==> src/rtl/seq_multiplier_pkg.sv <==
// Shared CPU definitions used by the multiplier: FSM state encoding and the
// default datapath width.
package seq_multiplier_pkg;

    localparam int DATA_WIDTH = 16;

    typedef enum logic [1:0] {
        IDLE = 2'd0,
        RUN  = 2'd1,
        DONE = 2'd2
    } mul_state_t;

endpackage

==> src/rtl/seq_multiplier.sv <==
// Radix-2 sequential shift-add multiplier, one multiplier bit per RUN cycle.
// Signed operands are reduced to magnitudes and the product sign fixed at the end.
module seq_multiplier
    import seq_multiplier_pkg::*;
#(
    parameter int WIDTH = DATA_WIDTH
) (
    input  logic             clk,
    input  logic             rst,
    input  logic             start,
    input  logic             signed_op,
    input  logic [WIDTH-1:0] op_a,
    input  logic [WIDTH-1:0] op_b,
    output logic             busy,
    output logic             done,
    output logic [WIDTH-1:0] hi,
    output logic [WIDTH-1:0] lo
);

    mul_state_t state, state_next;

    logic [WIDTH-1:0]   cnt;
    logic [WIDTH-1:0]   mplier;
    logic [2*WIDTH-1:0] mcand;
    logic [2*WIDTH-1:0] acc;
    logic               neg;

    logic [WIDTH-1:0]   mag_a, mag_b;
    logic [2*WIDTH-1:0] acc_sum, product;
    logic               last;

    // Negating the most-negative value wraps back to 2^(WIDTH-1), which is
    // exactly its magnitude when read as unsigned.
    assign mag_a   = (signed_op && op_a[WIDTH-1]) ? -op_a : op_a;
    assign mag_b   = (signed_op && op_b[WIDTH-1]) ? -op_b : op_b;
    assign acc_sum = acc + (mplier[0] ? mcand : '0);
    assign product = neg ? -acc_sum : acc_sum;
    assign last    = (cnt == WIDTH'(WIDTH - 1));

    always_ff @(posedge clk or posedge rst) begin
        if (rst) state <= IDLE;
        else     state <= state_next;
    end

    always_comb begin
        state_next = state;
        case (state)
            IDLE:    if (start) state_next = RUN;
            RUN:     if (last)  state_next = DONE;
            DONE:    state_next = IDLE;
            default: state_next = IDLE;
        endcase
    end

    always_comb begin
        busy = (state != IDLE);
        done = (state == DONE);
    end

    always_ff @(posedge clk or posedge rst) begin
        if (rst) begin
            cnt    <= '0;
            mplier <= '0;
            mcand  <= '0;
            acc    <= '0;
            neg    <= 1'b0;
            hi     <= '0;
            lo     <= '0;
        end else begin
            case (state)
                IDLE: if (start) begin
                    mcand  <= {{WIDTH{1'b0}}, mag_a};
                    mplier <= mag_b;
                    acc    <= '0;
                    cnt    <= '0;
                    neg    <= signed_op & (op_a[WIDTH-1] ^ op_b[WIDTH-1]);
                end
                RUN: begin
                    acc    <= acc_sum;
                    mcand  <= mcand << 1;
                    mplier <= mplier >> 1;
                    if (last) begin
                        cnt      <= '0;
                        {hi, lo} <= product;
                    end else begin
                        cnt <= cnt + WIDTH'(1);
                    end
                end
                default: ;
            endcase
        end
    end

endmodule

==> config.mk <==
export PLATFORM = sky130hd
export DESIGN_NAME = seq_multiplier
export DESIGN_NICKNAME = d
export VERILOG_FILES = /design/src/rtl/seq_multiplier_pkg.sv /design/src/rtl/seq_multiplier.sv
export SDC_FILE = /design/constraint.sdc
export NUM_CORES = 1
export LEC_CHECK = 0
export ABC_AREA = 1
export CORE_MARGIN = 4
export CORE_UTILIZATION = 55
export CTS_BUF_LIST = sky130_fd_sc_hd__clkbuf_2 sky130_fd_sc_hd__clkbuf_4 sky130_fd_sc_hd__clkbuf_8
export DETAILED_ROUTE_END_ITERATION = 10
export GPL_TIMING_DRIVEN = 0
export PLACE_DENSITY = 0.75
export SLEW_MARGIN = 0
export SYNTH_ARGS = -nofsm -noshare
export SYNTH_HDL_FRONTEND = slang
export SYNTH_SLANG_ARGS = --single-unit
==> constraint.sdc <==
create_clock -name clk -period 8.5 [get_ports clk]
set_clock_uncertainty 0.05 [all_clocks]
set_input_delay 1.275 -clock clk [delete_from_list [all_inputs] [get_ports clk]]
set_output_delay 1.275 -clock clk [all_outputs]
set_load 0.02 [all_outputs]
Word level (Yosys, flattened, before mapping):

Cells that the tools add are included.

* bits in registers: 131
* input port bits: 36
* output and inout port bits: 34
* word-level logic and storage cells: 45

* add/subtract/negate cells: 5
* eq/ne operators: 5
* multiplexer cells: 16
* bitwise gates (word level): 2
* reduce and logical (&&, ||, !) cells: 9

Operators with widths (count)
* two-way mux 32 bit: 4
* one-hot mux 32 bit (2 select lines): 2
* two-way mux 16 bit: 5
* one-hot mux 16 bit (2 select lines): 2
* adder 32 bit: 1
* negator 16 bit: 2
* negator 32 bit: 1
* adder 16 x 1 -> 16 bit (second input constant): 1
* == test 16 x 4 -> 1 bit (second input constant): 1
* AND reduction 2 bit: 4
* two-way mux 2 bit: 2
* inequality test 2 bit (second input constant): 2
* one-hot mux 2 bit (2 select lines): 1
* nonzero test 2 bit: 2
* == test 2 x 1 -> 1 bit (second input constant): 1
* == test 2 bit (second input constant): 1
* logical AND 1 bit: 2
* logical NOT 2 bit: 1
* AND 1 bit: 1
* bitwise XOR 1 bit: 1

Depth between registers and ports, before layout:

Gate-level depths: netlist of run 1.

* word-level depth: 4
* gate-level depth with buffers: 25
* gate-level depth less buffers: 23

Least setup slack after synthesis of run 1:

No wires, ideal clock.

* path type: register to register
* start: register mplier[0]
* end: register hi[14]
* setup time: 0.117 ns
* data arrival time: 2.693 ns
* required time: 8.333 ns
* slack: 5.640 ns
* stages on the path, launching flop included: 21
* path buffers: 2
* clock period less this slack: 2.860 ns
* cells stage by stage: dfrtp_1 > clkbuf_1 > clkbuf_1 > nand2_1 > inv_1 > fa_1 > inv_1 > ha_1 > inv_1 > nor2_1 > nand3_1 > nor2_2 > nand3_1 > nor2_1 > nand2_1 > nand2_2 > nand2_4 > nor2_4 > nand3_1 > nand3_1 > nand2_1

* cells in the longest elaborated chain, start to end: 4

Ends and longest elaborated chain
* start, declared: RTL line seq_multiplier.sv:23 `logic [WIDTH-1:0] mplier;`
* start signal, assigned: RTL line seq_multiplier.sv:73 `mplier <= mag_b;`
* start signal, assigned: RTL line seq_multiplier.sv:81 `mplier <= mplier >> 1;`
* two-way mux 32 bit *: RTL line seq_multiplier.sv:36 `assign acc_sum = acc + (mplier[0] ? mcand : '0);`
* adder 32 bit *: RTL line seq_multiplier.sv:36
* negator 32 bit: RTL line seq_multiplier.sv:37 `assign product = neg ? -acc_sum : acc_sum;`
* two-way mux 32 bit *: RTL line seq_multiplier.sv:37
* end signal, assigned: RTL line seq_multiplier.sv:84 `{hi, lo} <= product;`
* end, declared: RTL line seq_multiplier.sv:16 `output logic [WIDTH-1:0] hi,`

Mark *: on every way between the ends. The rest lies on a longest branch, timed or not.
A chain may end at the register's enable or synchronous reset.

Worst setup path in the final report of run 1:

* start: register mplier[0]
* end: register hi[8]

The elaborated chain is that of the path after synthesis.

==> reports/qor.csv, run 1 <==
metric,value,unit
Power Density,409,nW/um^2
wire per inst,15.7,um
n_diodes,0,
Cell variety after synth,46,
Compound-Gate Fraction of Synth Area,11.9,%
dpl cell area,10800,um^2
1st-iter DRT viols,899,
Adder-Cell Fraction of Synth Area,4.66,%
multiplexer share of the synthesized area,0,%
R2R cell count,19,
CTS Hold Bufs,0,
Port-buffer cells,69,
Final Routed Wirelength,29.1,mm
reg2reg setup slack,4.78,ns
Clock Pin Slew Worst Setup and Hold Paths,0.08,ns
final hold violations,0,
"Power, Total",4600,uW
status,finished clean,
Crit Path Category,reg2reg,
Reg-to-Reg Start,mplier[0],
Tmin final,3.72,ns
max_cap viols,0,
RSZ-0062 raised after global routing,no,
"most common cell after layout, fill and taps aside",nand2_1,
Worst R2R End,hi[8],
post-synthesis xor/xnor area fraction,3.38,%
Initial Utilization,56.5,%
Arrival @ worst endpoint,4.01,ns
hold path startpoint,hi[3],
post-route ant nets,0,
gr ovfl total,0,
# setup viols final,0,
crit path max fanout,10,
#FFs+latches synth,131,
Die Wd,142,um
CTS sink cnt,131,
post-cts sizing count,0,
DRC violations left,0,
"commonest non-fill, non-tap cells in the layout","nand2_1 (554), inv_1 (231), dfrtp_1 (131), o21ai_0 (116)",
share of layout cells above drive strength 1,5.45,%
Slew headroom,46.0,%
Leak,0.00592,uW
Post-Syn Nets,1603,
Final Cycle Share,43.7,%
vias,10073,
FMAX,269,MHz
largest net degree at the start of global routing,100,
H-tree levels,4,
die area,20100,um^2
Hold Path Class,reg2reg,
Die Y-Extent,142,um
vias in the first global route,9574,
# rows,48,
peak supply drop,218,uV
CP Capture Type,flip-flop,
clock buffer depth,2,
Worst Max-Slew Pin Slew,0.804,ns
Sum Neg Setup Slack,0,ns
clk_lat worst skew,0.46,ns
largest family of logic cells by synthesized area,simple AND/OR/NAND/NOR gates,
core area,17400,um^2
design area,11200,um^2
gpl congestion,0.965,
Synth Area in Simple Gates,36.0,%
TritonCTS clock tree,built,
GR Util All Layers,29.8,%
max-slew violation count,0,
NumNets Final,1692,
antenna violations before repair,0,
post-DP HPWL,23.2,mm
clk root buf,clkbuf_8,
synthesis-to-finish area growth,14.3,%
Mapped Avg Cell Area,6.42,um^2
DR vias/cell,5.42,
cell area after synthesis,9840,um^2
register area share after synthesis,33.3,%
CTS Buf Count,17,
Critical Path Source Type,flip-flop,
hold endpoint,hi[3],
Worst Hold Depth,2,
I/O pins,70,
critical path required time,8.80,ns
Ys Warns,0,
postcts setup bufs,0,
global-route wire length before repair,47.8,mm
Cells after Synth,1531,
DRT Pass-1 Iters,5,
Yosys cell counts (all sizes together):
cell / instances / area (um^2)
a311oi: 1 / 8.76
o221ai: 1 / 8.76
inv: 237 / 890
a31oi: 3 / 18.8
o41ai: 1 / 8.76
a32o: 3 / 30.0
and2: 6 / 37.5
xor2: 31 / 272
nand2: 570 / 2180
xnor2: 7 / 61.3
a21o: 2 / 15.0
dfrtp: 131 / 3280
ha: 35 / 438
nor4: 3 / 33.8
o21ai: 120 / 604
nor3: 15 / 80.1
a21oi: 40 / 208
o21bai: 2 / 15.0
nand3b: 2 / 15.0
o22ai: 31 / 194
nand3: 101 / 526
a31o: 1 / 8.76
o211ai: 3 / 22.5
o32ai: 1 / 8.76
fa: 1 / 20.0
nor2: 114 / 495
clkbuf: 36 / 135
or2: 3 / 18.8
nand4: 22 / 153
buf: 4 / 25.0
o31ai: 2 / 15.0
clkinv: 2 / 7.51
routing by layer:
metal | track usage (%) | up-vias | wire, um
li1 | - | 5023 | -
met1 | 41.3 | 4667 | 13000
met2 | 49.1 | 339 | 13400
met3 | 4.35 | 44 | 2020
met4 | 7.98 | 0 | 665
met5 | 0 | - | 0
through the flow:
stage / worst slack (ns) / util [%] / hold slack [ns] / instances
3_5_place_dp: 4.50 / 62.2 / 0.416 / 1826
2_1_floorplan: 3.68 / - / 0.394 / 1531
3_3_place_gp: 1.82 / 62.1 / 0.414 / 1825
5_1_grt: 4.62 / 64.6 / 0.474 / 1858
4_1_cts: 4.86 / 64.6 / 0.437 / 1858
6_report: 4.78 / 64.6 / 0.435 / 1858
power by group:
part | switching (uW) | total (uW) | internal (uW)
combinational | 2030 | 2990 | 967
sequential | 165 | 1060 | 896
clock | 270 | 547 | 276
total | 2460 | 4600 | 2140
flip-flops by register name (all words and copies together) (netlist names):
signal  flops
mcand      32
cnt        16
hi         16
lo         16
state       2
acc        32
mplier     16
neg         1
critical path, cell delays in order, from the launching register on:
cell and delay [ns]:
dfrtp_1 0.33, clkbuf_1 0.28, clkbuf_1 0.34, nand2_1 0.10
inv_1 0.13, fa_1 0.46, inv_1 0.11, ha_1 0.17
inv_1 0.04, nor2_1 0.18, nand3_1 0.13, nor2_2 0.14
nand3_1 0.11, nor2_1 0.25, nand3_1 0.24, nand3b_1 0.24
nand2_1 0.07, nand2_1 0.05, nand3_1 0.11, nand2_1 0.08
worst max path at each step:
stage	to	slack, ns	startpoint	cells past startpoint
2_1_floorplan	acc[0]	3.68	rst	1
5_1_grt	hi[8]	4.62	mplier[0]	19
3_5_place_dp	acc[1]	4.50	start	8
4_1_cts	hi[8]	4.86	mplier[0]	19
6_report	hi[8]	4.78	mplier[0]	19
3_3_place_gp	acc[3]	1.82	rst	2
cells by family (layout without fill, tap and decap cells):
| group | after synthesis | count (layout) |
|---|---|---|
| adder cells (fa/ha/maj) | 36 | 36 |
| flip-flops | 131 | 131 |
| XOR/XNOR | 38 | 38 |
| AND/OR/NAND/NOR | 836 | 836 |
| AO/OA/AOI/OAI | 211 | 211 |
| buffers and inverters | 279 | 381 |
cell type report:
cell class	count	area, um^2
Fill cell	1667	6170
Clock buffer	19	255
Multi-Input combinational cell	1121	5500
Inverter	239	902
Clock inverter	13	149
Tap cell	225	282
Buffer	40	160
Sequential cell	131	3280
Timing Repair Buffer	70	718
(Power assumes the default switching activity.)
==> run 2: changes to the inputs <==
==> constraint.sdc (replaced) <==
create_clock -name clk -period 3.5 [get_ports clk]
set_clock_uncertainty 0.05 [all_clocks]
set_input_delay 0.525 -clock clk [delete_from_list [all_inputs] [get_ports clk]]
set_output_delay 0.525 -clock clk [all_outputs]
set_load 0.02 [all_outputs]
==> run 2 against run 1 <==
Flip-flop and latch count did not move. Non-clock buffer count up 1. Routed wire length rose by 1.1%. Global-route usage about the same. Combinational power grew 140%. Power is 140% higher. Via count increased by 1.0%. Clock power increased by 140%. Hold slack worse by 0.012 ns. Critical path depth is the same. Utilization is 0.36 points higher. Sequential share of layout area down 0.15 points. Critical path type unchanged.
==> reports/qor.csv, run 2 (same netlist as run 1, synthesis figures left out) <==
metric,value,unit
H-tree levels,4,
Leak,0.00593,uW
postcts setup bufs,0,
critical path required time,3.79,ns
Critical Path Source Type,flip-flop,
Hold Path Class,in2async,
DRC violations left,0,
die area,20100,um^2
CP Capture Type,flip-flop,
Reg power frac,23.0,%
biggest regs,"acc: 32 flops, mcand: 32 flops",
Worst R2R End,hi[4],
Initial Utilization,56.5,%
Final Routed Wirelength,29.4,mm
sw power,6020,uW
"critical path, cell by cell","clkbuf_2, nand2_1, inv_1, fa_2, inv_1, ha_1, inv_1, nor2_1, nand3_1, nor2_2, nand3_1, nor2_2, nand2_1, nand2_2, nand2_4, nor2_4, nand2_1, nand3_1, nand2_1",
Final Cycle Share,93.9,%
switching share of power,53.5,%
"Power, Total",11300,uW
TritonCTS clock tree,built,
NumNets Final,1693,
CTS Hold Bufs,0,
P_int,5230,uW
# rows,48,
max_cap viols,0,
post-route ant nets,0,
crit path max fanout,10,
FMAX,304,MHz
R2R cell count,19,
vias,10177,
Clock Pin Slew Worst Setup and Hold Paths,0.08,ns
"commonest non-fill, non-tap cells in the layout","nand2_1 (554), inv_1 (231), dfrtp_1 (130), o21ai_0 (116), nand3_1 (97)",
Die Wd,142,um
CTS Buf Count,17,
Die Y-Extent,142,um
max-slew violation count,0,
Layout Cells excl Fill,1859,
Tmin final,3.29,ns
Layout fillers,1629,
Port-buffer cells,69,
share of layout cells above drive strength 1,6.18,%
synthesis-to-finish area growth,15.0,%
GR Util All Layers,29.8,%
final hold violations,0,
Worst Max-Slew Pin Slew,0.774,ns
max incr delay on CP,0.47,ns
# setup viols final,0,
DR vias/cell,5.47,
antenna violations before repair,0,
clock buffer depth,2,
Comb pwr share,65.0,%
CTS sink cnt,131,
Arrival @ worst endpoint,3.58,ns
n_diodes,0,
reg2reg setup slack,0.21,ns
Clk pwr share,11.9,%
clk root buf,clkbuf_8,
Placed Cells,1828,
global-route wire length before repair,47.5,mm
post-DP HPWL,23.6,mm
DRT Pass-1 Iters,5,
"most common cell after layout, fill and taps aside",nand2_1,
largest net degree at the start of global routing,43,
Hold WS,0.423,ns
peak supply drop,538,uV
clk_lat worst skew,0.46,ns
Slew headroom,48.0,%
gpl congestion,0.980,
wire per inst,15.8,um
I/O pins,70,
1st-iter DRT viols,873,
Crit path top cell by count,nand2_1,
Reg-to-Reg Start,mplier[0],
Power Density,995,nW/um^2
status,finished clean,
core area,17400,um^2
RSZ-0062 raised after global routing,yes,
CP max-delay cell,fa_2,
gr ovfl total,0,
post-cts sizing count,1,
Crit Path Category,reg2reg,
vias in the first global route,9484,
Final Core Density,64.9,%
run 2: area by class of cell:
type	count	area (um^2)	area share [%]
repair buffers	72	751	6.64
well taps	225	282	2.49
clock inverters	13	149	1.32
inverters	239	901	7.97
multi-input cells	1121	5520	48.9
plain buffers	39	160	1.42
flip-flops and latches	131	3280	29.0
clock buffers	19	262	2.31
run 2: metrics by stage:
step	area, um^2	setup slack (ns)	TNS, ns
6_report	11300	0.213	0
3_3_place_gp	10800	-0.0269	-0.0292
4_1_cts	11300	0.00475	0
3_5_place_dp	10900	-0.0779	-0.135
2_1_floorplan	9840	0.640	0
5_1_grt	11300	-0.00863	-0.00863
run 2: per-layer routing:
metal  global-route usage, %  part of all wire (%)  up-vias
met5                       0                     0        -
met2                    49.6                    47      366
met3                    5.66                   7.6       52
met1                    39.9                    43     4746
li1                        -                     -     5013
met4                    8.13                   2.4        0
run 2: power groups by stage:
stage,combinational (uW),clock [uW],sequential [uW]
after floorplan,4930,0,2680
after global placement,6970,0,2570
after detailed placement,7110,0,2590
after CTS,7160,1350,2570
after global routing,8190,1430,2670
final,7320,1340,2590
run 2: worst max-delay path, delay by kind of cell (launching register included):
| kind | cells | cell delay, ns |
|---|---|---|
| AND/OR/NAND/NOR | 13 | 1.53 |
| adder cells (fa/ha/maj) | 2 | 0.65 |
| buffers and inverters | 4 | 0.51 |
| flip-flops | 1 | 0.44 |
run 2: how the worst max path moves through the flow:
stage / startpoint / endpoint / slack, ns / cells after the start
after floorplan: mplier[0] / hi[14] / 0.64 / 20
after global placement: mplier[0] / hi[4] / -0.03 / 20
after detailed placement: mplier[0] / hi[4] / -0.08 / 20
after CTS: mplier[0] / hi[4] / 0.005 / 20
after global routing: mplier[0] / hi[9] / -0.009 / 19
final: mplier[0] / hi[4] / 0.21 / 19
==> run 3: changes to the inputs <==
--- a/config.mk
+++ b/config.mk
@@ -6,7 +6,7 @@
 export NUM_CORES = 1
 export LEC_CHECK = 0
 export ABC_AREA = 1
-export CORE_MARGIN = 4
+export CORE_MARGIN = 1.5
 export CORE_UTILIZATION = 55
 export CTS_BUF_LIST = sky130_fd_sc_hd__clkbuf_2 sky130_fd_sc_hd__clkbuf_4 sky130_fd_sc_hd__clkbuf_8
 export DETAILED_ROUTE_END_ITERATION = 10
==> run 3 against run 2 <==
Global-route usage up 3.3 points. Non-clock buffer count unchanged. Largest power group unchanged. Clock power shrank 4%. Sequential share of layout area increased by 0.11 points. Power is 0.79% lower. Routed wire length up 1.0%. Design area decreased by 0.39%. Die area is 6.9% lower. Utilization about the same. Critical path depth shrank 4. Via count is 1.2% lower. Critical path type unchanged. Cell count about the same.
==> reports/qor.csv, run 3 (same netlist as run 1, synthesis figures left out) <==
metric,value,unit
# setup viols final,0,
Final Cycle Share,97.0,%
CP Capture Type,flip-flop,
synthesis-to-finish area growth,14.5,%
CTS Buf Count,17,
Hold WS,0.438,ns
biggest regs,"acc: 32 flops, mcand: 32 flops",
CTS sink cnt,131,
"commonest non-fill, non-tap cells in the layout","nand2_1 (553), inv_1 (231), dfrtp_1 (130), o21ai_0 (116), nand3_1 (97)",
NumNets Final,1693,
postcts setup bufs,0,
FF+latch area,3280,um^2
I/O pins,70,
Reg-to-Reg Start,mplier[0],
status,finished clean,
DRC violations left,0,
DR vias/cell,5.40,
Arrival @ worst endpoint,3.69,ns
Power Density,991,nW/um^2
share of layout cells above drive strength 1,6.00,%
Layout fillers,1631,
post-DP HPWL,23.6,mm
Die Y-Extent,137,um
Crit Path Category,reg2reg,
antenna violations before repair,1,
clk root buf,clkbuf_8,
clk_lat worst skew,0.47,ns
global-route wire length before repair,47.0,mm
Worst Hold Depth,2,
R2R cell count,15,
Tmin final,3.40,ns
clock buffer depth,2,
vias,10053,
hold endpoint,hi[6],
critical path required time,3.80,ns
die area,18700,um^2
gpl congestion,0.946,
Initial Utilization,56.7,%
Clock Pin Slew Worst Setup and Hold Paths,0.08,ns
Final Routed Wirelength,29.7,mm
peak supply drop,520,uV
FMAX,294,MHz
hold path startpoint,hi[6],
Slew headroom,46.1,%
Worst Max-Slew Pin Slew,0.802,ns
max_cap viols,0,
Leak,0.00592,uW
Hold Path Class,reg2reg,
gr ovfl total,0,
H-tree levels,4,
Port-buffer cells,69,
area of the multi-input gates,5510,um^2
GR Util All Layers,33.1,%
Die Wd,137,um
largest net degree at the start of global routing,42,
Sum Neg Setup Slack,0,ns
core area,17400,um^2
RSZ-0062 raised after global routing,no,
Worst R2R End,hi[9],
wire per inst,16.0,um
reg2reg setup slack,0.10,ns
post-route ant nets,0,
Critical Path Source Type,flip-flop,
# rows,48,
1st-iter DRT viols,742,
TritonCTS clock tree,built,
final hold violations,0,
crit path max fanout,10,
"most common cell after layout, fill and taps aside",nand2_1,
vias in the first global route,9372,
DRT Pass-1 Iters,6,
max-slew violation count,0,
==> run 3: final cells by class <==
type / count / share of cell area [%]
diodes: 1 / 0.0222
plain buffers: 39 / 1.41
clock buffers: 19 / 2.27
clock inverters: 13 / 1.09
inverters: 239 / 8.00
multi-input cells: 1121 / 48.9
flip-flops and latches: 131 / 29.1
well taps: 225 / 2.50
repair buffers: 72 / 6.67
==> run 3: worst max-delay path by stage <==
stage / from / end / slack [ns] / cells after the start
after floorplan: mplier[0] / hi[14] / 0.64 / 20
after global routing: mplier[0] / hi[8] / 0.01 / 19
final: mplier[0] / hi[9] / 0.10 / 15
after detailed placement: mplier[0] / hi[4] / -0.09 / 20
after global placement: mplier[0] / hi[4] / -0.07 / 20
after CTS: mplier[0] / hi[4] / 0.12 / 19
==> run 3: report_power, final <==
part | leakage, uW | internal [uW] | total, uW | switching, uW
Sequential | 0.00164 | 2180 | 2600 | 422
Combinational | 0.00409 | 2360 | 7290 | 4930
Clock | 0.000195 | 599 | 1280 | 678
Total | 0.00592 | 5140 | 11200 | 6030
==> run 3: metal layers <==
metal / vias up / track usage [%] / share of wire (%)
li1: 5024 / - / -
met3: 57 / 6.67 / 6.9
met1: 4610 / 44.8 / 45
met5: - / 0 / 0
met2: 362 / 52.9 / 45
met4: 0 / 11.0 / 2.6
==> run 3: stage by stage <==
step                      setup WS, ns  cell area (um^2)  power [uW]  std cells  util [%]
after floorplan                  0.640              9840        7620       1531         -
after global placement         -0.0654             10800        9570       1825      62.3
after detailed placement       -0.0887             10900        9710       1828      62.6
after CTS                        0.118             11200       11000       1859      64.8
after global routing            0.0140             11300       12100       1859      64.9
final                            0.103             11300       11200       1860      64.9
==> run 3: what timing repair did <==
action | in CTS | in global routing
setup endpoints to repair | 8 | 16
hold buffers | 0 | 0
cloned | 0 | 0
gates resized for setup | 1 | 7
==> run 3: worst max-delay path: stages, from the launching register on <==
cell and delay [ns]:
dfrtp_2 0.46, clkbuf_2 0.20, nand2_1 0.12, inv_1 0.08, fa_1 0.49, xor2_1 0.25, nor3_1 0.28, nand3_1 0.17
nor2_1 0.14, nand2_1 0.12, nor2_4 0.18, nand4_4 0.20, o21ai_0 0.22, nand3_1 0.09, nand3_1 0.14, nand2_1 0.09
